## config.mk

```make
export PLATFORM = sky130hd
export DESIGN_NAME = tucanos_context_switcher
export DESIGN_NICKNAME = d
export VERILOG_FILES = /design/src/rtl/tucanos_pkg.sv /design/src/rtl/tucanos_pc_table.sv /design/src/rtl/tucanos_context_switcher.sv
export SDC_FILE = /design/constraint.sdc
export NUM_CORES = 1
export LEC_CHECK = 0
export ABC_CLOCK_PERIOD_IN_PS = 2500
export BUFFER_PORTS_ARGS = -buffer_cell sky130_fd_sc_hd__buf_2
export CAP_MARGIN = 20
export CELL_PAD_IN_SITES_DETAIL_PLACEMENT = 1
export CELL_PAD_IN_SITES_GLOBAL_PLACEMENT = 1
export CORE_MARGIN = 2
export CORE_UTILIZATION = 25
export CTS_CLUSTER_SIZE = 24
export DETAILED_ROUTE_END_ITERATION = 12
export PLACE_DENSITY_LB_ADDON = 0.1
export RECOVER_POWER = 100
export SLEW_MARGIN = 20
export SYNTH_ARGS = -nofsm -noshare
export SYNTH_HDL_FRONTEND = slang
export SYNTH_HIERARCHICAL = 1
export SYNTH_SLANG_ARGS = --single-unit
```

## constraint.sdc

```tcl
create_clock -name clock -period 2.5 [get_ports clock]
set_clock_uncertainty 0.15 [all_clocks]
set_input_delay 0.125 -clock clock [delete_from_list [all_inputs] [get_ports clock]]
set_output_delay 0.125 -clock clock [all_outputs]
set_load 0.03 [all_outputs]
```

## src/rtl/tucanos_pkg.sv

```systemverilog
// Shared definitions for the tucanos context switcher: FSM states,
// watchdog code values, default OS entry address and index helpers.
package tucanos_pkg;

   typedef enum logic [2:0] {
      ST_IDLE     = 3'd0,
      ST_SAVE     = 3'd1,
      ST_REDIRECT = 3'd2,
      ST_OS_RUN   = 3'd3,
      ST_DISPATCH = 3'd4
   } state_t;

   // Watchdog codes carried on state_register
   localparam logic [31:0] INDEX_ONE   = 32'd1;
   localparam logic [31:0] INDEX_TWO   = 32'd2;
   localparam logic [31:0] INDEX_THREE = 32'd3;
   localparam logic [31:0] WAIT_ENABLE = 32'd4;
   localparam logic [31:0] HALT_ENABLE = 32'd5;

   localparam logic [11:0] OS_ENTRY_ADDR_DEFAULT = 12'd256;

   // Process index 1..3 maps to mask bit 0..2; index 0 (no process) maps to nothing
   function automatic logic [2:0] index_to_mask(input logic [1:0] idx);
      case (idx)
         2'd1:    return 3'b001;
         2'd2:    return 3'b010;
         2'd3:    return 3'b100;
         default: return 3'b000;
      endcase
   endfunction

endpackage

```

## src/rtl/tucanos_pc_table.sv

```systemverilog
// Saved program counters of user processes 1..3.
// One synchronous write port, one combinational read port; index 0 is not a
// process, so writes to it are dropped and reads of it return zero.
module tucanos_pc_table #(
   parameter int ADDR_WIDTH = 12
) (
   input  logic                  clock,
   input  logic                  reset_n,
   input  logic                  write_en,
   input  logic [1:0]            write_index,
   input  logic [ADDR_WIDTH-1:0] write_data,
   input  logic [1:0]            read_index,
   output logic [ADDR_WIDTH-1:0] read_data
);

   logic [ADDR_WIDTH-1:0] entry_r [3];

   // Table storage: cleared on reset, one entry written per enabled cycle
   always_ff @(posedge clock or negedge reset_n) begin
      if (!reset_n) begin
         for (int i = 0; i < 3; i++) begin
            entry_r[i] <= '0;
         end
      end else if (write_en) begin
         case (write_index)
            2'd1:    entry_r[0] <= write_data;
            2'd2:    entry_r[1] <= write_data;
            2'd3:    entry_r[2] <= write_data;
            default: ;
         endcase
      end
   end

   // Combinational read of the addressed entry
   always_comb begin
      read_data = '0;
      case (read_index)
         2'd1:    read_data = entry_r[0];
         2'd2:    read_data = entry_r[1];
         2'd3:    read_data = entry_r[2];
         default: read_data = '0;
      endcase
   end

endmodule

```

## src/rtl/tucanos_context_switcher.sv

```systemverilog
// Context switcher between watchdog, user processes and the OS.
// A watchdog request saves the running PC, records wait/halt/next-process
// information and jumps to the OS; an OS resume strobe dispatches a process
// from its saved PC.
// Optional feature: define CONTEXT_SWITCH_COUNT_EN to add the saturating
// 16-bit switch_count output counting dispatches.
module tucanos_context_switcher
   import tucanos_pkg::*;
#(
   parameter int                    ADDR_WIDTH    = 12,
   parameter int                    DATA_WIDTH    = 32,
   parameter logic [ADDR_WIDTH-1:0] OS_ENTRY_ADDR = ADDR_WIDTH'(OS_ENTRY_ADDR_DEFAULT)
) (
   input  logic                  clock,
   input  logic                  reset_n,
   input  logic                  jump_enabler,
   input  logic [DATA_WIDTH-1:0] state_register,
   input  logic [ADDR_WIDTH-1:0] program_counter,
   input  logic                  os_resume,
   input  logic [1:0]            resume_index,
   output logic                  jump_request,
   output logic [ADDR_WIDTH-1:0] jump_address,
   output logic [1:0]            current_index,
   output logic [1:0]            next_index,
   output logic [2:0]            waiting_mask,
   output logic [2:0]            halted_mask,
   output logic                  busy,
   output logic                  resume_error
`ifdef CONTEXT_SWITCH_COUNT_EN
   ,
   output logic [15:0]           switch_count
`endif
);

   state_t                state_r;
   state_t                state_next_s;
   logic                  jump_prev_r;
   logic [DATA_WIDTH-1:0] code_r;
   logic [1:0]            dispatch_index_r;
   logic [ADDR_WIDTH-1:0] table_read_s;

   logic rise_s;
   logic capture_s;
   logic save_s;
   logic redirect_s;
   logic dispatch_s;
   logic resume_ok_s;
   logic resume_bad_s;

   assign rise_s = jump_enabler & ~jump_prev_r;

   tucanos_pc_table #(
      .ADDR_WIDTH (ADDR_WIDTH)
   ) u_pc_table (
      .clock       (clock),
      .reset_n     (reset_n),
      .write_en    (save_s),
      .write_index (current_index),
      .write_data  (program_counter),
      .read_index  (dispatch_index_r),
      .read_data   (table_read_s)
   );

   // State register
   always_ff @(posedge clock or negedge reset_n) begin
      if (!reset_n) begin
         state_r <= ST_IDLE;
      end else begin
         state_r <= state_next_s;
      end
   end

   // Next-state decode and per-state action strobes
   always_comb begin
      state_next_s = state_r;
      capture_s    = 1'b0;
      save_s       = 1'b0;
      redirect_s   = 1'b0;
      dispatch_s   = 1'b0;
      resume_ok_s  = 1'b0;
      resume_bad_s = 1'b0;
      case (state_r)
         ST_IDLE: begin
            if (rise_s) begin
               capture_s    = 1'b1;
               state_next_s = ST_SAVE;
            end else begin
               state_next_s = ST_IDLE;
            end
         end
         ST_SAVE: begin
            save_s       = 1'b1;
            state_next_s = ST_REDIRECT;
         end
         ST_REDIRECT: begin
            redirect_s   = 1'b1;
            state_next_s = ST_OS_RUN;
         end
         ST_OS_RUN: begin
            // jump_enabler is deliberately not looked at while the OS runs
            if (os_resume) begin
               if ((resume_index != 2'd0) &&
                   ((index_to_mask(resume_index) & halted_mask) == 3'b000)) begin
                  resume_ok_s  = 1'b1;
                  state_next_s = ST_DISPATCH;
               end else begin
                  resume_bad_s = 1'b1;
                  state_next_s = ST_OS_RUN;
               end
            end else begin
               state_next_s = ST_OS_RUN;
            end
         end
         ST_DISPATCH: begin
            dispatch_s   = 1'b1;
            state_next_s = ST_IDLE;
         end
         default: begin
            state_next_s = ST_IDLE;
         end
      endcase
   end

   // Edge history, captured code and the index chosen by the OS
   always_ff @(posedge clock or negedge reset_n) begin
      if (!reset_n) begin
         jump_prev_r      <= 1'b0;
         code_r           <= '0;
         dispatch_index_r <= 2'd0;
      end else begin
         jump_prev_r <= jump_enabler;
         if (capture_s) begin
            code_r <= state_register;
         end
         if (resume_ok_s) begin
            dispatch_index_r <= resume_index;
         end
      end
   end

   // Registered jump strobe, target, status and error outputs
   always_ff @(posedge clock or negedge reset_n) begin
      if (!reset_n) begin
         jump_request <= 1'b0;
         jump_address <= '0;
         busy         <= 1'b0;
         resume_error <= 1'b0;
      end else begin
         jump_request <= redirect_s | dispatch_s;
         busy         <= (state_next_s != ST_IDLE);
         resume_error <= resume_bad_s;
         // Target holds between strobes
         if (redirect_s) begin
            jump_address <= OS_ENTRY_ADDR;
         end else if (dispatch_s) begin
            jump_address <= table_read_s;
         end
      end
   end

   // Process bookkeeping: running/proposed index and wait/halt masks
   always_ff @(posedge clock or negedge reset_n) begin
      if (!reset_n) begin
         current_index <= 2'd0;
         next_index    <= 2'd0;
         waiting_mask  <= 3'b000;
         halted_mask   <= 3'b000;
      end else if (save_s) begin
         if ((code_r == DATA_WIDTH'(INDEX_ONE)) ||
             (code_r == DATA_WIDTH'(INDEX_TWO)) ||
             (code_r == DATA_WIDTH'(INDEX_THREE))) begin
            next_index <= code_r[1:0];
         end else if (code_r == DATA_WIDTH'(WAIT_ENABLE)) begin
            waiting_mask <= waiting_mask | index_to_mask(current_index);
         end else if (code_r == DATA_WIDTH'(HALT_ENABLE)) begin
            halted_mask <= halted_mask | index_to_mask(current_index);
         end
      end else if (dispatch_s) begin
         current_index <= dispatch_index_r;
         waiting_mask  <= waiting_mask & ~index_to_mask(dispatch_index_r);
      end
   end

`ifdef CONTEXT_SWITCH_COUNT_EN
   // Saturating count of dispatches
   always_ff @(posedge clock or negedge reset_n) begin
      if (!reset_n) begin
         switch_count <= 16'd0;
      end else if (dispatch_s && (switch_count != 16'hFFFF)) begin
         switch_count <= switch_count + 16'd1;
      end
   end
`endif

endmodule

```

### Yosys cells after proc, flatten, opt, wreduce, memory -nomap -nowiden

Cells that the tools add are included.
Widths: inputs -> output; s select.

* register bits: 99
* bits of input ports: 50
* output and inout port bits: 25
* word-level logic and storage cells: 98

* equality and inequality tests: 20
* mux-type cells: 36
* bitwise operators: 11
* reduce and logical (&&, ||, !) cells: 16

Operators with widths (count)
* $eq 32x2->1 const B: 2
* $eq 32x3->1 const B: 2
* $mux 3: 17
* $pmux 12 s3: 1
* $eq 32x1->1 const B: 1
* $pmux 3 s3: 3
* $mux 12: 2
* $eq 2x2->1 const B: 6
* $mux 1: 12
* $pmux 3 s4: 1
* $reduce_and 2->1: 5
* $and 3x3->3: 2
* $eq 2x1->1 const B: 3
* $eq 3x2->1 const B: 2
* $logic_not 3->1: 2
* $or 3x3->3: 2
* $reduce_bool 2->1: 3
* $not 1->1: 4
* $reduce_and 4->1: 1
* $eq 3x1->1 const B: 1
* $eq 3x3->1 const B: 1
* $not 3->3: 1
* $reduce_and 3->1: 1
* $reduce_bool 3->1: 1
* other kinds (6): 7

### Depth between registers and ports, before layout

* depth in word-level cells: 11
* mapped depth: 5
* gate-level depth less buffers: 4

### Modules after synthesis

Netlist, hierarchy kept.

Modules (own cells, without submodules)
* tucanos_context_switcher: times used 1, cells an instance 200, area each 2682.6 sq um, seq. area each 1576.5 sq um
* tucanos_pc_table: times used 1, cells an instance 106, area each 1609.0 sq um, seq. area each 900.9 sq um

### Least setup slack after synthesis

No wires, ideal clock.

* path type: register to register
* start point: register dispatch_index_r[1]
* end point: register jump_address[10]
* setup time: 121 ps
* arrival: 1501 ps
* required time: 2229 ps
* setup slack: 728 ps
* stages on the path, launching flop included: 6
* buffers on the path: 1
* period minus slack after synthesis: 1772 ps
* path through: dfrtp_1 buf_4 mux2_2 a22o_1 a22o_1 a22o_1

* word-level cells in the longest chain between the ends: 4
* elaborated cells between the ends (all ways): 6
* those cells by class: 3 x eq/ne; 3 x mux

Ends and longest elaborated chain
* start: declaration: line tucanos_context_switcher.sv:39 `logic [1:0] dispatch_index_r;`
* start signal: assignment: line tucanos_context_switcher.sv:136 `dispatch_index_r <= resume_index;`
* $eq 2x2->1 or $eq 2x1->1 (tied branches): line tucanos_pc_table.sv:37 `case (read_index)`
* $pmux 12 s3 (*): line tucanos_pc_table.sv:37
* net table_read_s[10]: line tucanos_context_switcher.sv:40 `logic [ADDR_WIDTH-1:0] table_read_s;`
* $mux 12 (*): line tucanos_context_switcher.sv:155 `end else if (dispatch_s) begin`
* $mux 12 (*): line tucanos_context_switcher.sv:153 `if (redirect_s) begin`
* end signal: assignment: line tucanos_context_switcher.sv:156 `jump_address <= table_read_s;`
* end: declaration: line tucanos_context_switcher.sv:22 `output logic [ADDR_WIDTH-1:0] jump_address,`

Mark *: on every way through the listed nets, which the timed path passes. The rest lies on a longest branch. The select of a mux whose other input is x is not followed.
A chain may end at the register's enable or synchronous reset.

### Worst setup path after layout

* start point: register state_r[2]
* end point: register jump_address[5]

* word-level cells in the longest chain between the ends: 3
* elaborated cells between the ends (all ways): 6
* those cells by class: 2 x eq/ne; 3 x mux; 1 x reduce/logical

Ends and longest elaborated chain
* start: declaration: line tucanos_context_switcher.sv:35 `state_t state_r;`
* start signal: assignment: line tucanos_context_switcher.sv:69 `state_r <= state_next_s;`
* $eq 3x2->1 or $eq 3x3->1 (tied branches): line tucanos_context_switcher.sv:82 `case (state_r)`
* $mux 1: line tucanos_context_switcher.sv:82
* $mux 12 or $reduce_bool 2->1 (tied branches)

Parallel ways exist; a longest one is shown, timed or not.

==> impl_metrics.json <==
{
  "outcome": "complete, no violations",
  "nNetsFinal": 485,
  "max_stage_delay_ns": 0.68,
  "antenna_left": 0,
  "fmax_mhz": 449.8,
  "critPathTopFamily": "buffers and inverters",
  "yosysSeqAreaShare_pct": 57.73,
  "rrSetupSlack_ns": 0.28,
  "path_cells": "clkbuf_1 > o21bai_1 > clkbuf_2 > a22o_1",
  "async_flop_share_pct": 100.0,
  "syn-instance-count": 306,
  "rr_startpoint": "state_r[2]$_DFF_PN0_",
  "max-vdd-ir-drop_mv": 0.4058,
  "cp_max_fo": 15,
  "drv_slew": 0,
  "clockRootBuffer": "clkbuf_16",
  "synth_top_cells_by_area": "dfrtp_1 (58%), mux2_2 (22%), a22o_1 (6.9%), nor4_1 (1.6%), nand2b_1 (1.3%)",
  "initial_core_util_pct": 25.70,
  "synth_top_flop_cell": "dfrtp_1",
  "finalPower_mw": 6.138,
  "rr_worst_depth": 4,
  "finalCritPeriodShare_pct": 88.92,
  "postCtsResizedCells": 0,
  "vias_per_cell": 4.494,
  "io_pins": 75,
  "routabilityCongestion": 0.6822,
  "synth_common_cells": "dfrtp_1 (99), mux2_2 (82), a22o_1 (34)",
  "portBuffers": 74,
  "drive_above_1_share_pct": 36.59,
  "antenna_found_initial": 0,
  "cts_buffers": 9,
  "dr.first_iter.drc_count": 87,
  "syn_to_final_growth_pct": 32.42,
  "critPathCapture": "jump_address[5]$_DFFE_PN0P_",
  "slew_headroom_pct": 24.83,
  "crit_arrival_ns": 2.31,
  "grt_pass1_vias": 3302,
  "synth_top_area_share_pct": 57.73,
  "synth_warnings": 6,
  "die_y_um": 135.0,
  "grt_overflow_total": 0,
  "path_buf_inv": 2,
  "syn_area_per_cell_um2": 14.02,
  "hp-start": "jump_enabler",
  "critical_path_required_ns": 2.58,
  "timing_hold_violations_final": 0,
  "drt_pass1_iterations": 4,
  "hold_class": "in2reg",
  "die_x_um": 135.0,
  "ctsHtreeMaxLevel": 3,
  "clock_latency_ns": 0.35,
  "maxCapViolations": 0,
  "critPathCaptureType": "flop",
  "row_count": 47,
  "cts_tree": "yes",
  "r2r-end": "jump_address[5]$_DFFE_PN0P_",
  "grt_usage_pct": 13.30,
  "p_leak_nw": 2.478,
  "critical_path_class": "reg2reg",
  "cp.depth": 4,
  "placed_cells": 595,
  "vias": 2966,
  "cts_sinks": 99,
  "postLayoutCoreUtil_pct": 34.03,
  "holdWs_ns": 0.3456,
  "drc": 0,
  "netlist_area_um2": 4292,
  "yosys.area.top_type": "dfrtp_1",
  "powerDensity_nw_per_um2": 1080,
  "rsz0062_at_grt": "no",
  "n_antenna_cell": 0,
  "fin_crit_ns": 2.223,
  "synth_edf_count": 0,
  "synth_cell_types": 36,
  "fp.coreArea_um2": 16700,
  "wl_um": 11330,
  "synth_nets": 356,
  "cts.clk_slew.worst_paths_ns": 0.07,
  "cpMaxStageDelayCell": "clkbuf_1",
  "die_area_um2": 18230,
  "wire_per_inst_um": 17.17,
  "setup.worst_path.start_class": "flop",
  "synth_seq_cells": 99,
  "tightestPinTransition_ns": 1.128,
  "setup_viol": 0,
  "worstSetupStartpoint": "state_r[2]$_DFF_PN0_",
  "clockBufferDepth": 2,
  "synth.most_common_cell": "dfrtp_1",
  "tns_ns": 0,
  "hpwl_um": 7432,
  "fin_cells": 660,
  "grt_pass1_wl_um": 18390,
  "grt_max_degree": 60
}
[sequential cells by signal, summed over array words and instances (netlist names)]
signal              cells
busy                    1
jump_prev_r             1
u_pc_table/entry_r     36
next_index              2
jump_request            1
dispatch_index_r        2
code_r                 32
current_index           2
jump_address           12
state_r                 3
waiting_mask            3
resume_error            1
halted_mask             3
[worst reg2reg max path: stages (launching register included)]
cell      delay, ns
dfrtp_1        0.53
clkbuf_1       0.69
o21bai_1       0.16
clkbuf_2       0.29
a22o_1         0.30
[final cells by class]
type / count / area (um2)
Inverter: 3 / 11.26
Clock buffer: 9 / 225.2
Tap cell: 220 / 275.3
Fill cell: 1825 / 11020
Multi-Input combinational cell: 189 / 1695
Timing Repair Buffer: 133 / 898.4
Sequential cell: 99 / 2477
Clock inverter: 7 / 100.1
[metal layers]
layer / vias to the layer above / global-route usage [%] / share of wire [%]
li1: 1391 / - / -
met1: 1524 / 16.73 / 46
met2: 43 / 22.67 / 49
met3: 8 / 3.228 / 3.4
met4: 0 / 3.993 / 1.0
met5: - / 0 / 0
[cells by family after synthesis]
family          count (synthesis)  share of synthesized area, %
flops                          99                         57.73
buf+inv                        18                         2.565
simple gates                   51                         7.551
compound gates                 53                         9.913
mux                            85                         22.25
[what timing repair did]
| action | in CTS | in global routing |
|---|---|---|
| hold buffers | 49 | 0 |
| hold endpoints to repair | 112 | 0 |
| setup buffers | 0 | 0 |
[where the power goes]
part / leakage (nW) / internal, mW / total, mW / switching (mW)
logic: 1.10 / 1.04 / 1.90 / 0.858
clock network: 0.160 / 0.886 / 1.53 / 0.641
registers: 1.22 / 2.24 / 2.71 / 0.473
total: 2.48 / 4.17 / 6.14 / 1.97
[how the worst min path moves through the flow]
stage / end / slack (ns) / cells after the start
after floorplan: busy$_DFF_PN0_ / -0.32 / 0
after global placement: next_index[0]$_DFFE_PN0P_ / 0.03 / 1
after detailed placement: next_index[0]$_DFFE_PN0P_ / 0.02 / 1
after CTS: next_index[0]$_DFFE_PN0P_ / 0.19 / 2
after global routing: jump_prev_r$_DFF_PN0_ / 0.36 / 2
final: jump_prev_r$_DFF_PN0_ / 0.35 / 2
[placed cells by master, fill, tap and decap left out, types with 2 or more instances in the layout]
cell and count:
bufinv_16 2, o21ai_0 4, a22o_1 34, buf_2 47, nor2_1 7, nor4_1 11
inv_1 3, a21oi_1 4, inv_6 2, nor2b_1 2, nand2_1 8, dlygate4sd3_1 49
o21bai_1 3, nand3_1 2, clkbuf_2 5, clkbuf_16 9, clkinv_4 2, nand2b_1 9
mux2_2 82, nand3b_1 2, clkbuf_1 28, dfrtp_1 99, buf_4 3, a21o_1 3
mux2i_1 2
[metrics by stage]
step                      cell area [um2]  setup WS [ns]
after floorplan                      4292         0.7281
after global placement               4928         0.4489
after detailed placement             4928         0.4044
after CTS                            5744         0.3969
after global routing                 5683         0.1226
final                                5683         0.2770
Note: power is estimated with default switching activity, not from simulation.
